File: src/rtl/if_id_fetch_stage.sv
// Instruction-fetch front end: MIPS PC/nPC pair with one delay slot, feeding
// the IF/ID pipeline register. Priority per edge is flush > stall > normal.
module if_id_fetch_stage #(
  parameter logic [31:0] RESET_PC = 32'h0000_0000,
  parameter int          ADDR_W   = 9
) (
  input  logic              clk,
  input  logic              reset_n,
  input  logic              le,
  input  logic              ta_valid,
  input  logic              flush,
  input  logic [31:0]       target_addr,
  input  logic [31:0]       imem_data,
  output logic [ADDR_W-1:0] imem_addr,
  output logic [31:0]       pc_out,
  output logic [31:0]       npc_out,
  output logic [31:0]       if_id_instr,
  output logic [31:0]       if_id_pc,
  output logic              if_id_valid,
  output logic [31:0]       fetch_count
);

  localparam logic [31:0] WORD_STEP = 32'd4;

  logic [31:0] pc;
  logic [31:0] npc;
  logic [31:0] target_aligned;

  // Targets and flush vectors are word addresses; the low two bits are dropped.
  assign target_aligned = {target_addr[31:2], 2'b00};

  // Fetch aliases beyond the memory size: only the low address bits are used.
  assign imem_addr = pc[ADDR_W-1:0];
  assign pc_out    = pc;
  assign npc_out   = npc;

  // NOTE: every register here uses non-blocking assignments so that the
  // delay-slot fetch reads the pre-edge nPC while the new nPC is computed.
  always_ff @(posedge clk or negedge reset_n) begin
    if (!reset_n) begin
      pc          <= RESET_PC;
      npc         <= RESET_PC + WORD_STEP;
      if_id_instr <= 32'h0;
      if_id_pc    <= 32'h0;
      if_id_valid <= 1'b0;
      fetch_count <= 32'h0;
    end else if (flush) begin
      // Redirect takes effect at once; the IF/ID slot becomes a NOP bubble.
      pc          <= target_aligned;
      npc         <= target_aligned + WORD_STEP;
      if_id_instr <= 32'h0;
      if_id_pc    <= 32'h0;
      if_id_valid <= 1'b0;
    end else if (le) begin
      if_id_instr <= imem_data;
      if_id_pc    <= pc;
      if_id_valid <= 1'b1;
      pc          <= npc;
      npc         <= ta_valid ? target_aligned : npc + WORD_STEP;
      fetch_count <= fetch_count + 32'd1;
    end
  end

endmodule

File: config.mk
export PLATFORM = sky130hd
export DESIGN_NAME = if_id_fetch_stage
export DESIGN_NICKNAME = d
export VERILOG_FILES = /design/src/rtl/if_id_fetch_stage.sv
export SDC_FILE = /design/constraint.sdc
export NUM_CORES = 1
export LEC_CHECK = 0
export ABC_AREA = 1
export ABC_CLOCK_PERIOD_IN_PS = 2100
export CAP_MARGIN = 15
export CORE_MARGIN = 1.5
export CORE_UTILIZATION = 49
export CTS_CLUSTER_DIAMETER = 150
export DETAILED_ROUTE_END_ITERATION = 10
export GPL_ROUTABILITY_DRIVEN = 0
export PLACE_DENSITY = 0.85
export REMOVE_ABC_BUFFERS = 1
export SYNTH_ARGS = -nofsm -noshare
export SYNTH_HDL_FRONTEND = slang
export SYNTH_SLANG_ARGS = --single-unit
File: constraint.sdc
create_clock -name clk -period 2.1 [get_ports clk]
set_input_delay 0.315 -clock clk [delete_from_list [all_inputs] [get_ports clk]]
set_output_delay 0.315 -clock clk [all_outputs]
set_load 0.03 [all_outputs]
Word-level counts from Yosys, hierarchy flattened --
Cells that the tools add are included.
Word-level totals: register bits 161, logic and storage cells 23
Cells by class: reduce and logical (&&, ||, !) cells 2, bitwise gates (word level) 1, add/subtract/negate cells 3, muxes and demuxes 11
Operator list (count):
- 2-to-1 mux 32 bit | 9
- adder 32 x 3 -> 32 bit (second input constant) | 2
- adder 32 x 1 -> 32 bit (second input constant) | 1
- 2-to-1 mux 1 bit | 2
- AND reduction 2 bit | 1
- nonzero test 2 bit | 1
- inverter 1 bit | 1

Depth between registers and ports, before layout --
Gate-level depths: netlist (run 1).
depth after elaboration 4, depth in mapped cells 12

Worst setup path before layout (run 1) --
Ideal clock, no wire load.
path type register -> register, from register fetch_count[0], to register fetch_count[26], data required time 1.977 ns, setup slack 0.295 ns, library setup time 0.123 ns, clock period less this slack 1.805 ns, cell stages (with the launch flop) 10, path buffers 0, arrival 1.682 ns, cell sequence dfrtp_1 > ha_1 > nand3_4 > nor2_8 > nand2_4 > nor2_4 > nand2_4 > nor2_8 > nand3_1 > xor2_1
Between the ends: word-level cells in the longest chain between the ends 1
Ends and longest elaborated chain:
- start, declared | RTL line 20 | output logic [31:0] fetch_count
- start signal, assigned | RTL line 60 | fetch_count <= fetch_count + 32'd1;
- adder 32 x 1 -> 32 bit | RTL line 60
No other way between the ends. A chain may end at the register's enable or synchronous reset.

Worst setup path in the final report (run 1) --
from register npc[2], in the netlist npc_out[2], to output port npc_out[2]
RTL lines:
- start, declared | RTL line 26 | logic [31:0] npc;
- start signal, assigned | RTL line 42 | npc <= RESET_PC + WORD_STEP;
- start signal, assigned | RTL line 50 | npc <= target_aligned + WORD_STEP;
- start signal, assigned | RTL line 59 | npc <= ta_valid ? target_aligned : npc + WORD_STEP;
- end, declared | RTL line 16 | output logic [31:0] npc_out,
No word-level cell between the ends.

==> qor.tcl, run 1 <==
set qor(number_of_enable_flip_flop_cells_after_synthesis) 0
set qor(area_delta_synth_final_pct) 39.44
set qor(floorplan.die.height_um) 136.8
set qor(design.core.area_um2) 17420
set qor(io_pins) 239
set qor(longest_clk_path_bufs) 2
set qor(die_area_um2) 18720
set qor(crit_buf_inv) 1
set qor(worst_clock_skew_ns) 0.007339
set qor(crit_end) {npc_out[2]}
set qor(net-switching-power_mw) 3.020
set qor(layout-drive-gt1-share_pct) 9.548
set qor(slew_violations) 0
set qor(layout_min_cycle_time_ns) 2.027
set qor(power_frac_seq_pct) 39.7
set qor(leakage_nw) 5.629
set qor(cts_root_buffer) {sky130_fd_sc_hd__clkbuf_16}
set qor(timing.slew.headroom_pct) 64.27
set qor(synth_compound_gate_area_share_pct) 13.30
set qor(synth_cell_types) 41
set qor(max_cap_viol) 0
set qor(synthDominantAreaCellType) {sky130_fd_sc_hd__dfrtp_1}
set qor(die-width_um) 136.8
set qor(pwr_density_cell_nw_per_um2) 748.4
set qor(grt_setup_unrepaired) {no}
set qor(antenna_found_initial) 0
set qor(synth_top_family_by_area) {simple AND/OR/NAND/NOR gates}
set qor(routed_wire_length_per_instance_um) 17.13
set qor(yosys_warnings) 0
set qor(routed_wl_um) 27710
set qor(critical_path_depth_in_cells) 1
set qor(max-vdd-ir-drop_mv) 0.4916
set qor(final_net_count) 1452
set qor(dp.final_hpwl_um) 19880
set qor(path_delay_family) {buffers and inverters}
set qor(arrival_ns) 1.71
set qor(cp-end-kind) {primary output}
set qor(synth_xor_area_share_pct) 3.792
set qor(maxClockFrequency_ghz) 0.4932
set qor(slowest_stage) {sky130_fd_sc_hd__clkdlybuf4s50_1}
set qor(ordered_cell_list_for_the_critical_path) {clkdlybuf4s50_1}
set qor(min_path_cells) 3
set qor(power.total_mw) 9.160
set qor(timing.critical_path.from_type) {flip-flop}
set qor(cts_tree) {done}
set qor(first_global_vias) 8543
set qor(synthArstFlopShare_pct) 100.0
set qor(synth-main-ff-cell) {sky130_fd_sc_hd__dfrtp_1}
set qor(report.final.setup_viol) 0
set qor(grt_start_max_net_pins) 65
set qor(share_of_the_synthesized_area_in_the_top_cell_type_pct) 44.48
set qor(timing.critical_path.slowest_cell_delay_ns) 0.69
set qor(setup_total_negative_slack_ns) 0
set qor(via_count) 8831
set qor(floorplan.initialDensity_pct) 50.40
set qor(number_of_inserted_filler_cells_in_the_final_layout) 1319
set qor(antennaDiodeCount) 0
set qor(p_int_mw) 6.141
set qor(timing.final.hold_violations) 0
set qor(numCtsBuffers) 17
set qor(yosys_register_bits) 157
set qor(cts_max_level) 4
set qor(data_required_critical_path_ns) 1.78
set qor(path_max_fanout) 6
set qor(postCtsSetupRepairBufs) 0
set qor(grt.overflow.total) 0
set qor(netlist_top_cells_area) {sky130_fd_sc_hd__dfrtp_1 44%, sky130_fd_sc_hd__nand2_1 16%, sky130_fd_sc_hd__nor2_1 4.6%, sky130_fd_sc_hd__a22o_1 4.6%, sky130_fd_sc_hd__inv_1 3.8%}
set qor(postRouteAntennaNets) 0
set qor(yosys.area_share.adder_pct) 0.4277
set qor(hold_path.class) {input port to flip-flop}
set qor(timing.rr.end) {npc_out[30]}
set qor(comb_power_share_pct) 25.5
set qor(dp_worst_setup_slack_ns) 0.005702
set qor(crit_start) {npc_out[2]}
set qor(clock_power_share_pct) 34.8
set qor(syn_area_per_cell_um2) 7.761
set qor(cts.sinks) 157
set qor(share_of_the_yosys_chip_area_belonging_to_registers_pct) 44.78
set qor(setup_ws_post_layout_ns) 0.07261
set qor(p_sw_share_pct) 32.96
set qor(area.sequential_um2) 3930
set qor(synth.cells.most_frequent) {373 x sky130_fd_sc_hd__nand2_1, 156 x sky130_fd_sc_hd__dfrtp_1, 108 x sky130_fd_sc_hd__nor2_1}
set qor(grt_use_total_pct) 30.09
set qor(avgViaCountPerCell) 5.458
set qor(combined_area_of_the_multi_input_logic_cells_um2) 4218
set qor(status) {completed}
set qor(worstSetupPathType) {flip-flop to primary output}
set qor(drc_errors) 0
set qor(syn-cell-area_um2) 8777
set qor(clk_latency_ns) 0.43
set qor(reg2regPathDepth) 12
set qor(synth_simple_gate_area_share_pct) 30.33
set qor(drt_pre_antenna_iters) 5
set qor(reg2reg_slack_ns) 0.19
set qor(tightestPinTransition_ns) 0.5359
set qor(worst_r2r_startpoint) {npc_out[2]}
set qor(synth_mux_area_share_pct) 0
set qor(synthCells) 1131
set qor(clk_pin_slew_ns) 0.07
set qor(finalCritPeriodShare_pct) 96.54
set qor(grt_first_pass_wirelength_um) 43550
set qor(synth.most_common_cell) {sky130_fd_sc_hd__nand2_1}
set qor(buffer_ports.inserted) 234
set qor(row_cnt) 48
set qor(initialDrtViolationCount) 772
-- routing by layer --
layer	vias to the layer above	GRT usage [%]	share of wire, %
met5	-	0	0
met2	494	49.94	47
met1	4094	37.94	40
met4	0	12.11	3.2
met3	73	7.000	9.3
li1	4170	-	-
-- per-stage QoR --
step           instances  area [µm²]  hold WS (ns)  util [%]
2_1_floorplan       1077        8499       0.01941         -
3_3_place_gp        1585       11620        0.3160     66.70
3_5_place_dp        1585       11620        0.3142     66.70
4_1_cts             1618       12230        0.3372     70.24
5_1_grt             1618       12240        0.3562     70.27
6_report            1618       12240        0.3459     70.27
-- area by class of cell --
| class | instances | area share (%) |
|---|---|---|
| inverter | 95 | 2.954 |
| clock buffer | 20 | 3.650 |
| tap | 225 | 2.300 |
| sequential | 157 | 32.11 |
| multi-input combinational | 825 | 34.46 |
| timing repair buffer | 284 | 23.22 |
| clock inverter | 12 | 1.309 |
-- cells by family (layout without fill, tap and decap cells) --
logic type / after synthesis / count (layout)
buf+inv: 150 / 411
flops: 157 / 157
simple gates: 605 / 605
fa+ha+maj: 3 / 3
xor+xnor: 38 / 38
other cells: 1 / 2
compound gates: 177 / 177
-- power by group through the flow --
stage / logic (mW) / clock network [mW] / registers, mW
4_1_cts: 2.33 / 3.23 / 3.63
6_report: 2.33 / 3.19 / 3.64
5_1_grt: 2.50 / 3.37 / 3.68
3_3_place_gp: 2.28 / 0 / 3.67
3_5_place_dp: 2.31 / 0 / 3.68
2_1_floorplan: 0.642 / 0 / 4.17
-- flip-flops by register name, summed over array words and instances, names as in the netlist --
name	flops
if_id_instr	32
npc_out	30
if_id_pc	31
pc_out	31
fetch_count	32
if_id_valid	1
-- what timing repair did --
item	CTS	global route
hold endpoints to repair	48	0
endpoints found under the setup margin	0	1
hold buffers	1	0
gates resized for setup	0	1
-- layout by cell type (no fill, tap or decap), drive strengths merged, types with 17 or more instances in the layout --
cell type      count
clkdlybuf4s50    232
o21ai             51
buf               51
xnor2             17
nand2            383
a21oi             40
clkbuf            20
xor2              21
nand3             61
a22o              46
dfrtp            156
nor2             134
inv               96
-- worst min-delay path, delay by kind of cell --
family / cells / cell delay (ns)
compound gates: 1 / 0.07
buf+inv: 2 / 0.35
-- worst min-delay path by stage --
stage	start	slack (ns)	endpoint
global route	flush	0.36	npc_out[8]
CTS	flush	0.34	npc_out[8]
detailed placement	reset_n	0.31	fetch_count[18]
floorplan	reset_n	0.02	fetch_count[0]
finish	flush	0.35	npc_out[8]
global placement	reset_n	0.32	fetch_count[18]
Power figures use the tool's default switching activity.
==> inputs of run 2 (changes only) <==
--- a/config.mk
+++ b/config.mk
@@ -12,7 +12,7 @@
 export CORE_UTILIZATION = 49
 export CTS_CLUSTER_DIAMETER = 150
 export DETAILED_ROUTE_END_ITERATION = 10
-export GPL_ROUTABILITY_DRIVEN = 0
+export GPL_ROUTABILITY_DRIVEN = 1
 export PLACE_DENSITY = 0.85
 export REMOVE_ABC_BUFFERS = 1
 export SYNTH_ARGS = -nofsm -noshare
==> qor.tcl, run 2 (same netlist as run 1, synthesis figures left out) <==
set qor(status) {completed}
set qor(via_count) 8989
set qor(io_pins) 239
set qor(routed_wire_length_per_instance_um) 17.58
set qor(hold-worst-slack_ns) 0.3903
set qor(cp-end-kind) {primary output}
set qor(clk_pin_slew_ns) 0.07
set qor(grt.overflow.total) 0
set qor(die_area_um2) 18720
set qor(reg2regPathDepth) 12
set qor(cts_tree) {done}
set qor(clk_latency_ns) 0.43
set qor(design.core.area_um2) 17420
set qor(final_common_cell) {sky130_fd_sc_hd__nand2_1}
set qor(gp_congestion) 0.9643
set qor(pwr_density_cell_nw_per_um2) 737.1
set qor(layout-drive-gt1-share_pct) 10.26
set qor(crit_buf_inv) 1
set qor(worst_clock_skew_ns) 0.01633
set qor(cts_root_buffer) {sky130_fd_sc_hd__clkbuf_16}
set qor(worstSetupPathType) {flip-flop to primary output}
set qor(avgViaCountPerCell) 5.518
set qor(cts.sinks) 157
set qor(timing.critical_path.from_type) {flip-flop}
set qor(die-width_um) 136.8
set qor(postRouteAntennaNets) 0
set qor(floorplan.initialDensity_pct) 50.40
set qor(initialDrtViolationCount) 614
set qor(stdcell_count) 1629
set qor(reg2reg_slack_ns) 0.15
set qor(postCtsSetupRepairBufs) 0
set qor(power.total_mw) 9.002
set qor(first_global_vias) 8614
set qor(grt_start_max_net_pins) 60
set qor(final_cell_mix) {373 x sky130_fd_sc_hd__nand2_1, 231 x sky130_fd_sc_hd__clkdlybuf4s50_1, 156 x sky130_fd_sc_hd__dfrtp_1, 108 x sky130_fd_sc_hd__nor2_1, 88 x sky130_fd_sc_hd__inv_1}
set qor(numCtsBuffers) 17
set qor(grt_use_total_pct) 31.03
set qor(row_cnt) 48
set qor(slew_violations) 0
set qor(antenna_found_initial) 0
set qor(report.final.setup_viol) 0
set qor(layout_min_cycle_time_ns) 1.997
set qor(area_delta_synth_final_pct) 39.15
set qor(grt_setup_unrepaired) {no}
set qor(data_required_critical_path_ns) 1.78
set qor(arrival_ns) 1.68
set qor(hold_path.class) {input port to asynchronous set/reset pin}
set qor(top_regs) {fetch_count: 32 flops, if_id_instr: 32 flops}
set qor(path_delay_family) {buffers and inverters}
set qor(ordered_cell_list_for_the_critical_path) {clkdlybuf4s50_1}
set qor(maxClockFrequency_ghz) 0.5009
set qor(path_max_fanout) 5
set qor(timing.rr.end) {npc_out[30]}
set qor(longest_clk_path_bufs) 2
set qor(drc_errors) 0
set qor(dp.final_hpwl_um) 21250
set qor(antennaDiodeCount) 0
set qor(max-vdd-ir-drop_mv) 0.6181
set qor(floorplan.die.height_um) 136.8
set qor(finalCritPeriodShare_pct) 95.08
set qor(number_of_inserted_filler_cells_in_the_final_layout) 1399
set qor(worst_r2r_startpoint) {npc_out[2]}
set qor(slowest_stage) {sky130_fd_sc_hd__clkdlybuf4s50_1}
set qor(routed_wl_um) 28640
set qor(setup_total_negative_slack_ns) 0
set qor(final_net_count) 1463
set qor(timing.critical_path.slowest_cell_delay_ns) 0.75
set qor(timing.final.hold_violations) 0
set qor(leakage_nw) 5.649
set qor(max_cap_viol) 0
set qor(cts_max_level) 4
set qor(place_inst) 1596
set qor(buffer_ports.inserted) 234
set qor(grt_first_pass_wirelength_um) 44980
set qor(drt_pre_antenna_iters) 7
## run 2: cell count changes in the layout (fill, tap and decap cells not counted), sizes merged
cell | previous run | this run
buf | 51 | 62
bufinv | 3 | 1
clkbuf | 20 | 19
clkdlybuf4s50 | 232 | 231
clkinv | 4 | 3
clkinvlp | 4 | 5
dlymetal6s2s | 0 | 1
inv | 96 | 99
## run 2: area by class of cell
type / count / area, µm² / area share [%]
multi-input cells: 825 / 4213 / 34.49
repair buffers: 295 / 2864 / 23.45
clock buffers: 19 / 432.9 / 3.545
inverters: 95 / 361.6 / 2.961
flip-flops and latches: 157 / 3930 / 32.18
clock inverters: 13 / 130.1 / 1.065
well taps: 225 / 281.5 / 2.305
## run 2: how the worst max path moves through the flow
stage	start	to	slack (ns)	cells past startpoint
6_report	fetch_count[3]	fetch_count[3]	0.10	1
5_1_grt	npc_out[2]	npc_out[30]	0.02	12
4_1_cts	npc_out[2]	npc_out[2]	0.01	2
3_5_place_dp	target_addr[2]	npc_out[16]	-0.11	11
3_3_place_gp	target_addr[2]	npc_out[30]	-0.14	13
2_1_floorplan	flush	npc_out[3]	-1.45	4
## run 2: per-layer routing
layer,up-vias,track usage [%],wire length (µm),part of all wire (%)
li1,4201,-,-,-
met4,0,10.82,689,2.4
met1,4253,39.74,11570,40
met5,-,0,0,0
met3,61,5.296,2468,8.6
met2,474,52.99,13910,49
## run 2: stage by stage
stage	util, %	instance area (µm²)	setup slack (ns)
floorplan	-	8499	-1.455
global placement	66.82	11640	-0.1375
detailed placement	66.82	11640	-0.1139
CTS	70.11	12210	0.01104
global route	70.12	12210	0.02192
finish	70.12	12210	0.1034
## run 2: power by group
group / internal [mW] / switching (mW) / leakage, nW
Clock: 1.66 / 1.36 / 0.260
Combinational: 0.941 / 1.40 / 3.37
Sequential: 3.29 / 0.354 / 2.02
Total: 5.89 / 3.11 / 5.65
## run 2: what timing repair did
action / in CTS / in global routing
hold endpoints to repair: 42 / 0
setup endpoints to repair: 0 / 1
hold buffers: 1 / 0
resized for setup: 0 / 1
==> inputs of run 3 (changes only) <==
--- a/config.mk
+++ b/config.mk
@@ -8,12 +8,14 @@
 export ABC_AREA = 1
 export ABC_CLOCK_PERIOD_IN_PS = 2100
 export CAP_MARGIN = 15
+export CELL_PAD_IN_SITES_DETAIL_PLACEMENT = 1
+export CELL_PAD_IN_SITES_GLOBAL_PLACEMENT = 2
 export CORE_MARGIN = 1.5
-export CORE_UTILIZATION = 49
+export CORE_UTILIZATION = 27
 export CTS_CLUSTER_DIAMETER = 150
 export DETAILED_ROUTE_END_ITERATION = 10
 export GPL_ROUTABILITY_DRIVEN = 1
-export PLACE_DENSITY = 0.85
+export PLACE_DENSITY = 0.84
 export REMOVE_ABC_BUFFERS = 1
 export SYNTH_ARGS = -nofsm -noshare
 export SYNTH_HDL_FRONTEND = slang
==> qor.tcl, run 3 (same netlist as run 1, synthesis figures left out) <==
set qor(cts_tree) {done}
set qor(gp_congestion) 0.8447
set qor(data_required_critical_path_ns) 1.78
set qor(buffer_ports.inserted) 234
set qor(setup_total_negative_slack_ns) 0
set qor(grt_setup_unrepaired) {no}
set qor(grt_start_max_net_pins) 80
set qor(clk_pin_slew_ns) 0.07
set qor(row_cnt) 65
set qor(io_pins) 239
set qor(via_count) 8822
set qor(initialDrtViolationCount) 503
set qor(max-vdd-ir-drop_mv) 0.5546
set qor(routed_wire_length_per_instance_um) 18.24
set qor(routed_wl_um) 33770
set qor(path_delay_family) {buffers and inverters}
set qor(die-width_um) 183.3
set qor(report.final.setup_viol) 0
set qor(first_global_vias) 9306
set qor(final_common_cell) {sky130_fd_sc_hd__nand2_1}
set qor(slew_violations) 0
set qor(status) {completed}
set qor(avgViaCountPerCell) 4.763
set qor(antenna_found_initial) 0
set qor(worst_clock_skew_ns) 0.007922
set qor(cts_root_buffer) {sky130_fd_sc_hd__clkbuf_16}
set qor(timing.critical_path.from_type) {flip-flop}
set qor(numCtsBuffers) 17
set qor(grt_first_pass_wirelength_um) 53120
set qor(arrival_ns) 1.75
set qor(cts_max_level) 4
set qor(grt_use_total_pct) 20.60
set qor(finalCritPeriodShare_pct) 98.42
set qor(cts.sinks) 157
set qor(timing.final.hold_violations) 0
set qor(longest_clk_path_bufs) 2
set qor(final_net_count) 1476
set qor(drt_pre_antenna_iters) 4
set qor(crit_buf_inv) 1
set qor(power.total_mw) 9.449
set qor(floorplan.initialDensity_pct) 27.60
set qor(layout_min_cycle_time_ns) 2.067
set qor(area_delta_synth_final_pct) 44.06
set qor(maxClockFrequency_ghz) 0.4838
set qor(ordered_cell_list_for_the_critical_path) {clkdlybuf4s50_1}
set qor(leakage_nw) 5.760
set qor(floorplan.die.height_um) 183.3
set qor(hold_path.class) {input port to asynchronous set/reset pin}
set qor(die_area_um2) 33600
set qor(max_cap_viol) 0
set qor(timing.critical_path.slowest_cell_delay_ns) 0.75
set qor(slowest_stage) {sky130_fd_sc_hd__clkdlybuf4s50_1}
set qor(layout-drive-gt1-share_pct) 11.22
set qor(dp.final_hpwl_um) 25450
set qor(drc_errors) 0
set qor(pwr_density_cell_nw_per_um2) 747.3
set qor(cp-end-kind) {primary output}
set qor(top_regs) {fetch_count: 32 flops, if_id_instr: 32 flops}
set qor(final_cell_mix) {373 x sky130_fd_sc_hd__nand2_1, 230 x sky130_fd_sc_hd__clkdlybuf4s50_1, 156 x sky130_fd_sc_hd__dfrtp_1, 108 x sky130_fd_sc_hd__nor2_1, 88 x sky130_fd_sc_hd__inv_1}
set qor(path_max_fanout) 6
set qor(antennaDiodeCount) 0
set qor(worstSetupPathType) {flip-flop to primary output}
set qor(clk_latency_ns) 0.45
set qor(postRouteAntennaNets) 0
set qor(design.core.area_um2) 31800
set qor(grt.overflow.total) 0
-- run 3: cell count changes in the layout (fill, tap and decap cells not counted), sizes merged, moves of 2 or more --
cell and delta:
clkinvlp -4, bufinv +2, inv +4, clkbuf -2, buf +13
-- run 3: stage by stage --
step           instance area [µm²]  setup slack [ns]  cells  util (%)  hold WS [ns]
2_1_floorplan                 8499            -1.455   1077         -       0.01941
3_3_place_gp                 12010           -0.1496   1819     37.77        0.2713
3_5_place_dp                 12010           -0.1684   1819     37.77        0.2683
4_1_cts                      12640          0.002788   1852     39.76        0.3596
5_1_grt                      12640          0.005582   1852     39.76        0.3908
6_report                     12640           0.03309   1852     39.76        0.3619
-- run 3: power breakdown --
part | internal (mW) | switching (mW) | total, mW
combinational | 0.964 | 1.45 | 2.42
sequential | 3.29 | 0.352 | 3.64
clock | 1.92 | 1.47 | 3.39
total | 6.17 | 3.28 | 9.45
-- run 3: path summary, 6_finish.rpt --
path	startpoint	endpoint	slack (ns)	depth (start not counted)
max in group asynchronous	reset_n	if_id_pc[17]	1.08	3
min	reset_n	if_id_instr[15]	0.36	2
min reg2reg	if_id_pc[22]	if_id_pc[22]	0.48	2
max	npc_out[19]	npc_out[19]	0.03	1
min in group clk	flush	fetch_count[29]	0.40	5
max reg2reg	npc_out[2]	npc_out[30]	0.15	12
-- run 3: what timing repair did --
| action | in CTS | in global routing |
|---|---|---|
| resized for setup | 1 | 1 |
| setup buffers | 0 | 0 |
| hold endpoints to repair | 38 | 0 |
| hold buffers | 1 | 0 |
| endpoints found under the setup margin | 1 | 1 |
-- run 3: layer usage --
metal | GRT usage (%) | share of wire [%] | vias to the layer above
met3 | 3.515 | 3.3 | 30
met5 | 0 | 0 | -
met2 | 34.66 | 48 | 194
met1 | 27.57 | 48 | 4382
li1 | - | - | 4216
met4 | 4.754 | 1.4 | 0
-- run 3: area by class of cell --
class	count	area (µm²)
sequential	157	3930
clock inverter	15	197.7
multi-input combinational	825	4213
fill	3782	19150
timing repair buffer	308	2973
clock buffer	17	425.4
tap	435	544.3
inverter	95	361.6
